$ cat src/rtl/imem_loader_if.sv
// imem_loader_if: byte-stream and instruction-memory write bundle for imem_loader.
//   in_valid  : byte present on in_data            (host -> loader)
//   in_data   : stream byte                        (host -> loader)
//   in_ready  : loader accepts a byte this cycle   (loader -> host)
//   mem_we    : instruction-memory write strobe    (loader -> memory)
//   mem_addr  : word address of the write          (loader -> memory)
//   mem_wdata : 32-bit instruction word            (loader -> memory)
// Modports: master = host/memory side, slave = loader side.
interface imem_loader_if #(
  parameter int unsigned ADDR_W = 8
);
  logic              in_valid;
  logic [7:0]        in_data;
  logic              in_ready;
  logic              mem_we;
  logic [ADDR_W-1:0] mem_addr;
  logic [31:0]       mem_wdata;

  modport master (
    output in_valid, in_data,
    input  in_ready, mem_we, mem_addr, mem_wdata
  );

  modport slave (
    input  in_valid, in_data,
    output in_ready, mem_we, mem_addr, mem_wdata
  );
endinterface

$ cat src/rtl/imem_loader.sv
// imem_loader: framed byte-stream program loader for the instruction memory.
// Frame: 16-bit big-endian word count N, then N big-endian 32-bit words,
// written to word addresses 0..N-1. Holds the processor in reset until done.
// Ports:
//   clk     : clock, all state changes on posedge
//   rst     : synchronous active-low reset
//   bus     : imem_loader_if.slave (byte stream in, memory write port out)
//   reload  : single-cycle pulse, restarts loading when in DONE
//   cpu_rst : processor reset, active-high, 1 while not in DONE
//   done    : image loaded, processor running
//   err     : sticky frame error (header count exceeds memory capacity,
//             or checksum mismatch when enabled)
// Optional feature: define IMEM_LOADER_CHECKSUM_EN to require a trailing
// XOR-of-data-bytes checksum byte before DONE.
module imem_loader #(
  parameter int unsigned ADDR_W = 8
) (
  input  logic          clk,
  input  logic          rst,
  imem_loader_if.slave  bus,
  input  logic          reload,
  output logic          cpu_rst,
  output logic          done,
  output logic          err
);

  typedef enum logic [2:0] {
    HDR_HI,
    HDR_LO,
    DATA,
`ifdef IMEM_LOADER_CHECKSUM_EN
    CHK,
`endif
    DONE,
    ERR
  } state_t;

`ifdef IMEM_LOADER_CHECKSUM_EN
  localparam state_t END_STATE = CHK;
`else
  localparam state_t END_STATE = DONE;
`endif

  state_t            state_q, state_d;

  logic              in_ready_q, in_ready_d;
  logic              cpu_rst_d, done_d, err_d;

  logic [7:0]        hdr_hi_q;
  logic [ADDR_W:0]   n_words_q;
  logic [ADDR_W:0]   word_cnt_q;
  logic [ADDR_W:0]   word_cnt_inc;
  logic [1:0]        byte_idx_q;
  logic [23:0]       asm_q;

  logic              mem_we_q;
  logic [ADDR_W-1:0] mem_addr_q;
  logic [31:0]       mem_wdata_q;

`ifdef IMEM_LOADER_CHECKSUM_EN
  logic [7:0]        chk_q;
`endif

  logic              xfer;
  logic [15:0]       n_full;
  logic              hdr_over;
  logic              last_word;

  assign xfer         = bus.in_valid & in_ready_q;
  assign n_full       = {hdr_hi_q, bus.in_data};
  // Counts above 2**ADDR_W cannot fit; with ADDR_W >= 16 every count fits.
  assign hdr_over     = (ADDR_W < 16) && ({16'h0000, n_full} > (32'd1 << ADDR_W));
  assign word_cnt_inc = word_cnt_q + 1'b1;
  assign last_word    = (word_cnt_inc == n_words_q);

  assign bus.in_ready  = in_ready_q;
  assign bus.mem_we    = mem_we_q;
  assign bus.mem_addr  = mem_addr_q;
  assign bus.mem_wdata = mem_wdata_q;

  // State and registered outputs
  always_ff @(posedge clk) begin
    if (!rst) begin
      state_q    <= HDR_HI;
      in_ready_q <= 1'b1;
      cpu_rst    <= 1'b1;
      done       <= 1'b0;
      err        <= 1'b0;
    end else begin
      state_q    <= state_d;
      in_ready_q <= in_ready_d;
      cpu_rst    <= cpu_rst_d;
      done       <= done_d;
      err        <= err_d;
    end
  end

  // Next-state logic
  always_comb begin
    state_d = state_q;
    unique case (state_q)
      HDR_HI: if (xfer) state_d = HDR_LO;
      HDR_LO: begin
        if (xfer) begin
          if (n_full == 16'h0000)  state_d = END_STATE;
          else if (hdr_over)       state_d = ERR;
          else                     state_d = DATA;
        end
      end
      DATA: if (xfer && (byte_idx_q == 2'd3) && last_word) state_d = END_STATE;
`ifdef IMEM_LOADER_CHECKSUM_EN
      CHK: if (xfer) state_d = (bus.in_data == chk_q) ? DONE : ERR;
`endif
      DONE: if (reload) state_d = HDR_HI;
      ERR:  state_d = ERR;
      default: state_d = HDR_HI;
    endcase
  end

  // Output decode, registered above. Leaving DATA straight into DONE holds
  // done/cpu_rst back one cycle so the final write strobe lands first.
  always_comb begin
    in_ready_d = state_d inside {HDR_HI, HDR_LO, DATA
`ifdef IMEM_LOADER_CHECKSUM_EN
                                 , CHK
`endif
                                 };
    done_d     = (state_d == DONE) && (state_q != DATA);
    cpu_rst_d  = !done_d;
    err_d      = (state_d == ERR);
  end

  // Header capture, word assembly and memory write port
  always_ff @(posedge clk) begin
    if (!rst) begin
      hdr_hi_q    <= '0;
      n_words_q   <= '0;
      word_cnt_q  <= '0;
      byte_idx_q  <= '0;
      asm_q       <= '0;
      mem_we_q    <= 1'b0;
      mem_addr_q  <= '0;
      mem_wdata_q <= '0;
`ifdef IMEM_LOADER_CHECKSUM_EN
      chk_q       <= '0;
`endif
    end else begin
      mem_we_q <= 1'b0;
      if (xfer) begin
        unique case (state_q)
          HDR_HI: hdr_hi_q <= bus.in_data;
          HDR_LO: begin
            n_words_q  <= (ADDR_W+1)'(n_full);
            word_cnt_q <= '0;
            byte_idx_q <= '0;
`ifdef IMEM_LOADER_CHECKSUM_EN
            chk_q      <= '0;
`endif
          end
          DATA: begin
            asm_q      <= {asm_q[15:0], bus.in_data};
            byte_idx_q <= byte_idx_q + 2'd1;
`ifdef IMEM_LOADER_CHECKSUM_EN
            chk_q      <= chk_q ^ bus.in_data;
`endif
            if (byte_idx_q == 2'd3) begin
              mem_we_q    <= 1'b1;
              mem_addr_q  <= word_cnt_q[ADDR_W-1:0];
              mem_wdata_q <= {asm_q, bus.in_data};
              word_cnt_q  <= word_cnt_inc;
            end
          end
          default: ;
        endcase
      end
    end
  end

endmodule

$ cat src/flat_wrapper.sv
// flat-port wrapper written by rule: the top's interface ports become plain ports
module imem_loader_flat 
#(
  parameter int unsigned ADDR_W = 8
)
  (clk, rst, reload, cpu_rst, done, err, bus_in_valid, bus_in_data, bus_in_ready, bus_mem_we, bus_mem_addr, bus_mem_wdata);
  imem_loader_if #(.ADDR_W(ADDR_W)) bus_i ();
  input  logic clk;
  input  logic rst;
  input  logic reload;
  output logic cpu_rst;
  output logic done;
  output logic err;
  input wire logic [$bits(bus_i.in_valid)-1:0] bus_in_valid;
  input wire logic [$bits(bus_i.in_data)-1:0] bus_in_data;
  output wire logic [$bits(bus_i.in_ready)-1:0] bus_in_ready;
  output wire logic [$bits(bus_i.mem_we)-1:0] bus_mem_we;
  output wire logic [$bits(bus_i.mem_addr)-1:0] bus_mem_addr;
  output wire logic [$bits(bus_i.mem_wdata)-1:0] bus_mem_wdata;
  assign bus_i.in_valid = bus_in_valid;
  assign bus_i.in_data = bus_in_data;
  assign bus_in_ready = bus_i.in_ready;
  assign bus_mem_we = bus_i.mem_we;
  assign bus_mem_addr = bus_i.mem_addr;
  assign bus_mem_wdata = bus_i.mem_wdata;
  imem_loader #(.ADDR_W(ADDR_W)) u_core (.clk(clk), .rst(rst), .bus(bus_i), .reload(reload), .cpu_rst(cpu_rst), .done(done), .err(err));
endmodule
$ cat config.mk
export PLATFORM = sky130hd
export DESIGN_NAME = imem_loader_flat
export DESIGN_NICKNAME = d
export VERILOG_FILES = /design/src/rtl/imem_loader_if.sv /design/src/rtl/imem_loader.sv /design/src/flat_wrapper.sv
export SDC_FILE = /design/constraint.sdc
export NUM_CORES = 1
export LEC_CHECK = 0
export CORE_MARGIN = 10
export CORE_UTILIZATION = 50
export CTS_CLUSTER_SIZE = 10
export DETAILED_ROUTE_END_ITERATION = 8
export PLACE_DENSITY = 0.71
export SETUP_SLACK_MARGIN = 0.1
export SLEW_MARGIN = 15
export SYNTH_ARGS = -nofsm -noshare
export SYNTH_HDL_FRONTEND = slang
export SYNTH_SLANG_ARGS = --single-unit
$ cat constraint.sdc
create_clock -name clk -period 2.6 [get_ports clk]
set_clock_uncertainty 0.2 [all_clocks]
set_input_delay 0.39 -clock clk [delete_from_list [all_inputs] [get_ports clk]]
set_output_delay 0.39 -clock clk [all_outputs]
set_load 0.03 [all_outputs]
# After elaboration in Yosys (flattened, before gate mapping)

Index checks and enable logic that the tools add are counted.
Widths: inputs -> output; s select.

Add/subtract/negate cells: 2
$lt $le $gt $ge: 1
Equal/unequal tests: 12
Multiplexer cells: 11
Bitwise logic cells: 1
Reductions and logical operators: 16

Operators by type and width:

| operator            | count |
|---|---|
| $mux 3              | 6 |
| $pmux 9 s2          | 1 |
| $gt 16x9->1 const B | 1 |
| $logic_not 16->1    | 1 |
| $pmux 3 s5          | 1 |
| $eq 3x2->1 const B  | 4 |
| $add 9x1->9 const B | 1 |
| $eq 9x9->1          | 1 |
| $mux 9              | 1 |
| $reduce_and 3->1    | 3 |
| $reduce_and 2->1    | 4 |
| $eq 3x1->1 const B  | 2 |
| $eq 3x3->1 const B  | 2 |
| $logic_not 3->1     | 2 |
| $pmux 2 s2          | 1 |
| $logic_and 1x1->1   | 3 |
| $ne 3x2->1 const B  | 1 |
| $reduce_bool 3->1   | 1 |
| $add 2x1->2 const B | 1 |
| $eq 2x2->1 const B  | 1 |
| $ne 2x1->1 const B  | 1 |
| $reduce_bool 2->1   | 1 |
| $and 1x1->1         | 1 |
| $logic_not 1->1     | 1 |
| $mux 1              | 1 |

Register bits: 100
Output and inout port bits: 45

# Logic depth before layout (Yosys ltp)

Depth in word-level cells: 8
Gate-level depth with buffers: 8
Mapped depth without buffers: 7

# Worst setup path after synthesis

Ideal clock, no wire load.

Kind: input to register
Start point: input bus_in_data[1]
End point: register u_core.done
Data arrival time: 1.687 ns
Required time: 2.340 ns
Slack: 0.653 ns
Stages: 6
Path buffers: 0
Cell sequence: or4_1 > o21ai_2 > nand2_1 > a311o_1 > nand2_1 > and3_1

Word-level cells in the longest chain between the ends: 7

Ends and longest elaborated chain:

| item                 | line               | RTL |
|---|---|---|
| from (decl)          | flat_wrapper.sv:15 | `input wire logic [$bits(bus_i.in_data)-1:0] bus_in_data;` |
| $gt 16x9->1          | imem_loader.sv:72  | `assign hdr_over = (ADDR_W < 16) && ({16'h0000, n_full} > (32'd1 << ADDR_W));` |
| $mux 3               | imem_loader.sv:106 | `else if (hdr_over) state_d = ERR;` |
| $mux 3 *             | imem_loader.sv:105 | `if (n_full == 16'h0000) state_d = END_STATE;` |
| $mux 3 *             | imem_loader.sv:104 | `if (xfer) begin` |
| $pmux 3 s5 *         | imem_loader.sv:101 | `unique case (state_q)` |
| $eq 3x2->1 *         | imem_loader.sv:128 | `done_d = (state_d == DONE) && (state_q != DATA);` |
| $logic_and 1x1->1 *  | imem_loader.sv:128 |  |
| to (signal assigned) | imem_loader.sv:93  | `done <= done_d;` |
| to (decl)            | imem_loader.sv:23  | `output logic done,` |

Every way passes the cells marked *; elsewhere a longest branch is shown, timed or not.
A chain may end at the register's enable or synchronous reset.

# Worst setup path in the final report

Start point: register u_core.word_cnt_q[2]
End point: register u_core.done

Word-level cells in the longest chain between the ends: 7

Ends and longest elaborated chain:

| item                   | line               | RTL |
|---|---|---|
| from (decl)            | imem_loader.sv:51  | `logic [ADDR_W:0] word_cnt_q;` |
| from (signal assigned) | imem_loader.sv:170 | `word_cnt_q <= word_cnt_inc;` |
| $add 9x1->9            | imem_loader.sv:73  | `assign word_cnt_inc = word_cnt_q + 1'b1;` |
| $eq 9x9->1             | imem_loader.sv:74  | `assign last_word = (word_cnt_inc == n_words_q);` |
| $logic_and 1x1->1      | imem_loader.sv:110 | `DATA: if (xfer && (byte_idx_q == 2'd3) && last_word) state_d = END_STATE;` |
| $mux 3                 | imem_loader.sv:110 |  |
| $pmux 3 s5             | imem_loader.sv:101 |  |
| $eq 3x2->1             | imem_loader.sv:128 |  |
| $logic_and 1x1->1      | imem_loader.sv:128 |  |

No other way between the ends.

==> impl_metrics.yaml <==
floorplan:
  io-pin-count: 57
  design.core.area_um2: 7727
  initial_core_util_pct: 51.54
  core.rowCount: 32
  fp.dieW_um: 109.2
  die_h_um: 109.2
  dieArea_um2: 11930
cells_and_area:
  final_cell_mix: "nand2_1, dfxtp_1, a21oi_1"
  area_growth_syn_to_layout_pct: 23.00
  regArea_um2: 2002
  final_nets: 560
  diodes: 0
  final_common_cell: "nand2_1"
  multi_input_area_um2: 1815
  drive_above_1_share_pct: 8.167
  num-fill-cells: 679
  utilization_pct: 63.39
setup_path:
  critPathCaptureType: "register"
  crit_type: "reg -> reg"
  startpoint_type: "register"
  worst-path-max-fanout: 10
  reg2reg_depth: 7
  r2r_slack_ns: 0.25
  cp.required_ns: 2.71
  reg2reg_from: "u_core.word_cnt_q[2]"
  r2r-end: "u_core.done"
  crit_arrival_ns: 2.46
placement:
  globalplace.congestion: 0.8275
  io_buffers: 56
  dpl.hpwl_mm: 6.685
synthesis:
  syn_area_um2: 3983
  synth_warnings: 0
  syn-num-nets: 507
  yosysSeqAreaShare_pct: 50.27
  async_flop_share_pct: 0
  netlist.area_leader.share_pct: 50.27
  synthDistinctLibCells: 46
  synth_mux_area_share_pct: 2.293
  synth-simple-area-share_pct: 22.90
  synth_compound_area_share_pct: 16.56
  synth_xor_area_share_pct: 3.079
  synth_enable_flop_cells: 0
  yosys_register_bits: 100
  synth_top_family_by_area: "simple AND/OR/NAND/NOR gates"
  avgSynthCellArea_um2: 8.078
  synth_fa_ha_area_share_pct: 0.6283
  yosysTopAreaCell: "dfxtp_1"
  synth-main-ff-cell: "dfxtp_1"
  synth.area.top_cells: "dfxtp_1, nand2_1, a21oi_1, nor2_1, clkbuf_1"
  synth_cells: 493
power_and_ir_drop:
  finalPower_mw: 3.022
  p_leak_nw: 1.727
  p_per_area_nw_per_um2: 617.0
  ir_drop_uv: 420.8
timing:
  tns_ns: 0
  rsz0062_at_grt: "no"
  drv_slew: 0
  slew_headroom_pct: 57.70
  final.min_clock_period_ns: 2.350
  fmaxAchievable_mhz: 425.5
  tightest_slew_ns: 0.6321
  hold_viol_final: 0
  whs_ns: 0.2551
  setup_viol_count_final: 0
  layout_worst_path_cycle_share_pct: 90.40
detailed_routing:
  via_count: 3490
  viasPerCell: 5.345
  wire_per_inst_um: 14.49
  first_iter_violations: 245
  first_pass_iters: 4
  route.detailed.drc: 0
  ant_nets: 0
  drt-total-wl_mm: 9.460
clocking:
  path_clk_slew_ns: 0.09
  numClockSinks: 100
  ctsResizeCount: 0
  cts-root-buf: "clkbuf_8"
  cts.htree.levels: 3
  clkLatencyLatePin_ns: 0.36
  clock_path_buffers: 2
  cts_hold_buffers: 0
  cts_tree: "built"
  cts_buffers: 9
  cts_setup_buffers: 0
flow_run:
  drv_cap: 0
grt:
  grt.total_usage_pct: 16.13
  overflow: 0
  grt_pass1_vias: 3189
  grt_start_max_net_pins: 77
  grt_first_pass_wirelength_mm: 15.77
  antenna_found_initial: 0
hold_path:
  min_path_cells: 2
  whs_endpoint: "u_core.bus.mem_wdata[29]"
  hold_path.class: "reg -> reg"
  worstHoldStart: "u_core.asm_q[21]"
outcome:
  outcome: "completed"
## flip-flops by register name (all words and copies together) (netlist names)
register	flops
u_core.bus.mem_wdata	32
u_core.asm_q	24
u_core.n_words_q	9
u_core.word_cnt_q	9
u_core.bus.mem_addr	8
u_core.hdr_hi_q	8
u_core.state_q	3
u_core.byte_idx_q	2
u_core.bus.in_ready	1
u_core.bus.mem_we	1
u_core.cpu_rst	1
u_core.done	1
u_core.err	1
## cells in the mapped netlist, types with 2 or more instances
cell / n
nand2_1: 147
dfxtp_1: 100
a21oi_1: 86
nor2_1: 27
clkbuf_1: 22
o21ai_0: 16
buf_2: 13
mux2i_1: 8
xor2_1: 8
xnor2_1: 6
nand3_1: 4
nor3_1: 4
or3_1: 4
a22oi_1: 3
and2_1: 3
nand3b_1: 3
nand4_1: 3
a21o_1: 2
a31oi_1: 2
and3_1: 2
ha_1: 2
nor2b_1: 2
o22ai_1: 2
or4_4: 2
## report_power, final
part / switching (mW) / leakage, nW / total [mW] / internal, mW
Combinational: 0.222 / 0.826 / 0.401 / 0.179
Sequential: 0.0639 / 0.807 / 1.65 / 1.58
Clock: 0.525 / 0.0939 / 0.975 / 0.450
## worst max-delay path, cell delays in order (launching register included)
cell       delay (ns)
dfxtp_1          0.55
and4_1           0.39
nand2_1          0.11
xnor2_1          0.15
nor4_1           0.36
buf_4            0.19
o2bb2ai_1        0.16
and3_1           0.19
## final cells by class
| type | instances | share of cell area (%) |
|---|---|---|
| flip-flops and latches | 100 | 40.87 |
| repair buffers | 79 | 15.48 |
| clock buffers | 11 | 2.682 |
| well taps | 102 | 2.605 |
| clock inverters | 5 | 1.226 |
| multi-input cells | 355 | 37.06 |
| inverters | 1 | 0.07663 |
## metrics by stage
| step | std cells | area, um2 | setup WS (ns) |
|---|---|---|---|
| floorplan | 493 | 3983 | 0.6528 |
| global placement | 637 | 4707 | 0.1465 |
| detailed placement | 637 | 4707 | 0.1262 |
| CTS | 653 | 4898 | 0.3090 |
| global route | 653 | 4898 | 0.1965 |
| finish | 653 | 4898 | 0.2497 |
## worst max-delay path by stage
stage	start	to	slack [ns]
after detailed placement	bus_in_data[1]	u_core.cpu_rst	0.13
after CTS	u_core.word_cnt_q[2]	u_core.done	0.31
final	u_core.word_cnt_q[2]	u_core.done	0.25
after global placement	bus_in_data[5]	u_core.done	0.15
after floorplan	bus_in_data[1]	u_core.done	0.65
after global routing	u_core.word_cnt_q[2]	u_core.bus.in_ready	0.20
## logic make-up after synthesis
kind of cell,count (synthesis)
simple gates,209
compound gates,121
flops,100
buf+inv,38
xor+xnor,14
mux,9
fa+ha+maj,2
## metal layers
| metal | routed length [um] | share of wire [%] | GRT usage [%] | vias to the layer above |
|---|---|---|---|---|
| li1 | - | - | - | 1762 |
| met3 | 508 | 5.4 | 3.953 | 11 |
| met5 | 0 | 0 | 0 | - |
| met1 | 4600 | 49 | 21.86 | 1631 |
| met2 | 4240 | 45 | 24.89 | 86 |
| met4 | 110 | 1.2 | 4.740 | 0 |
(Power assumes the default switching activity.)
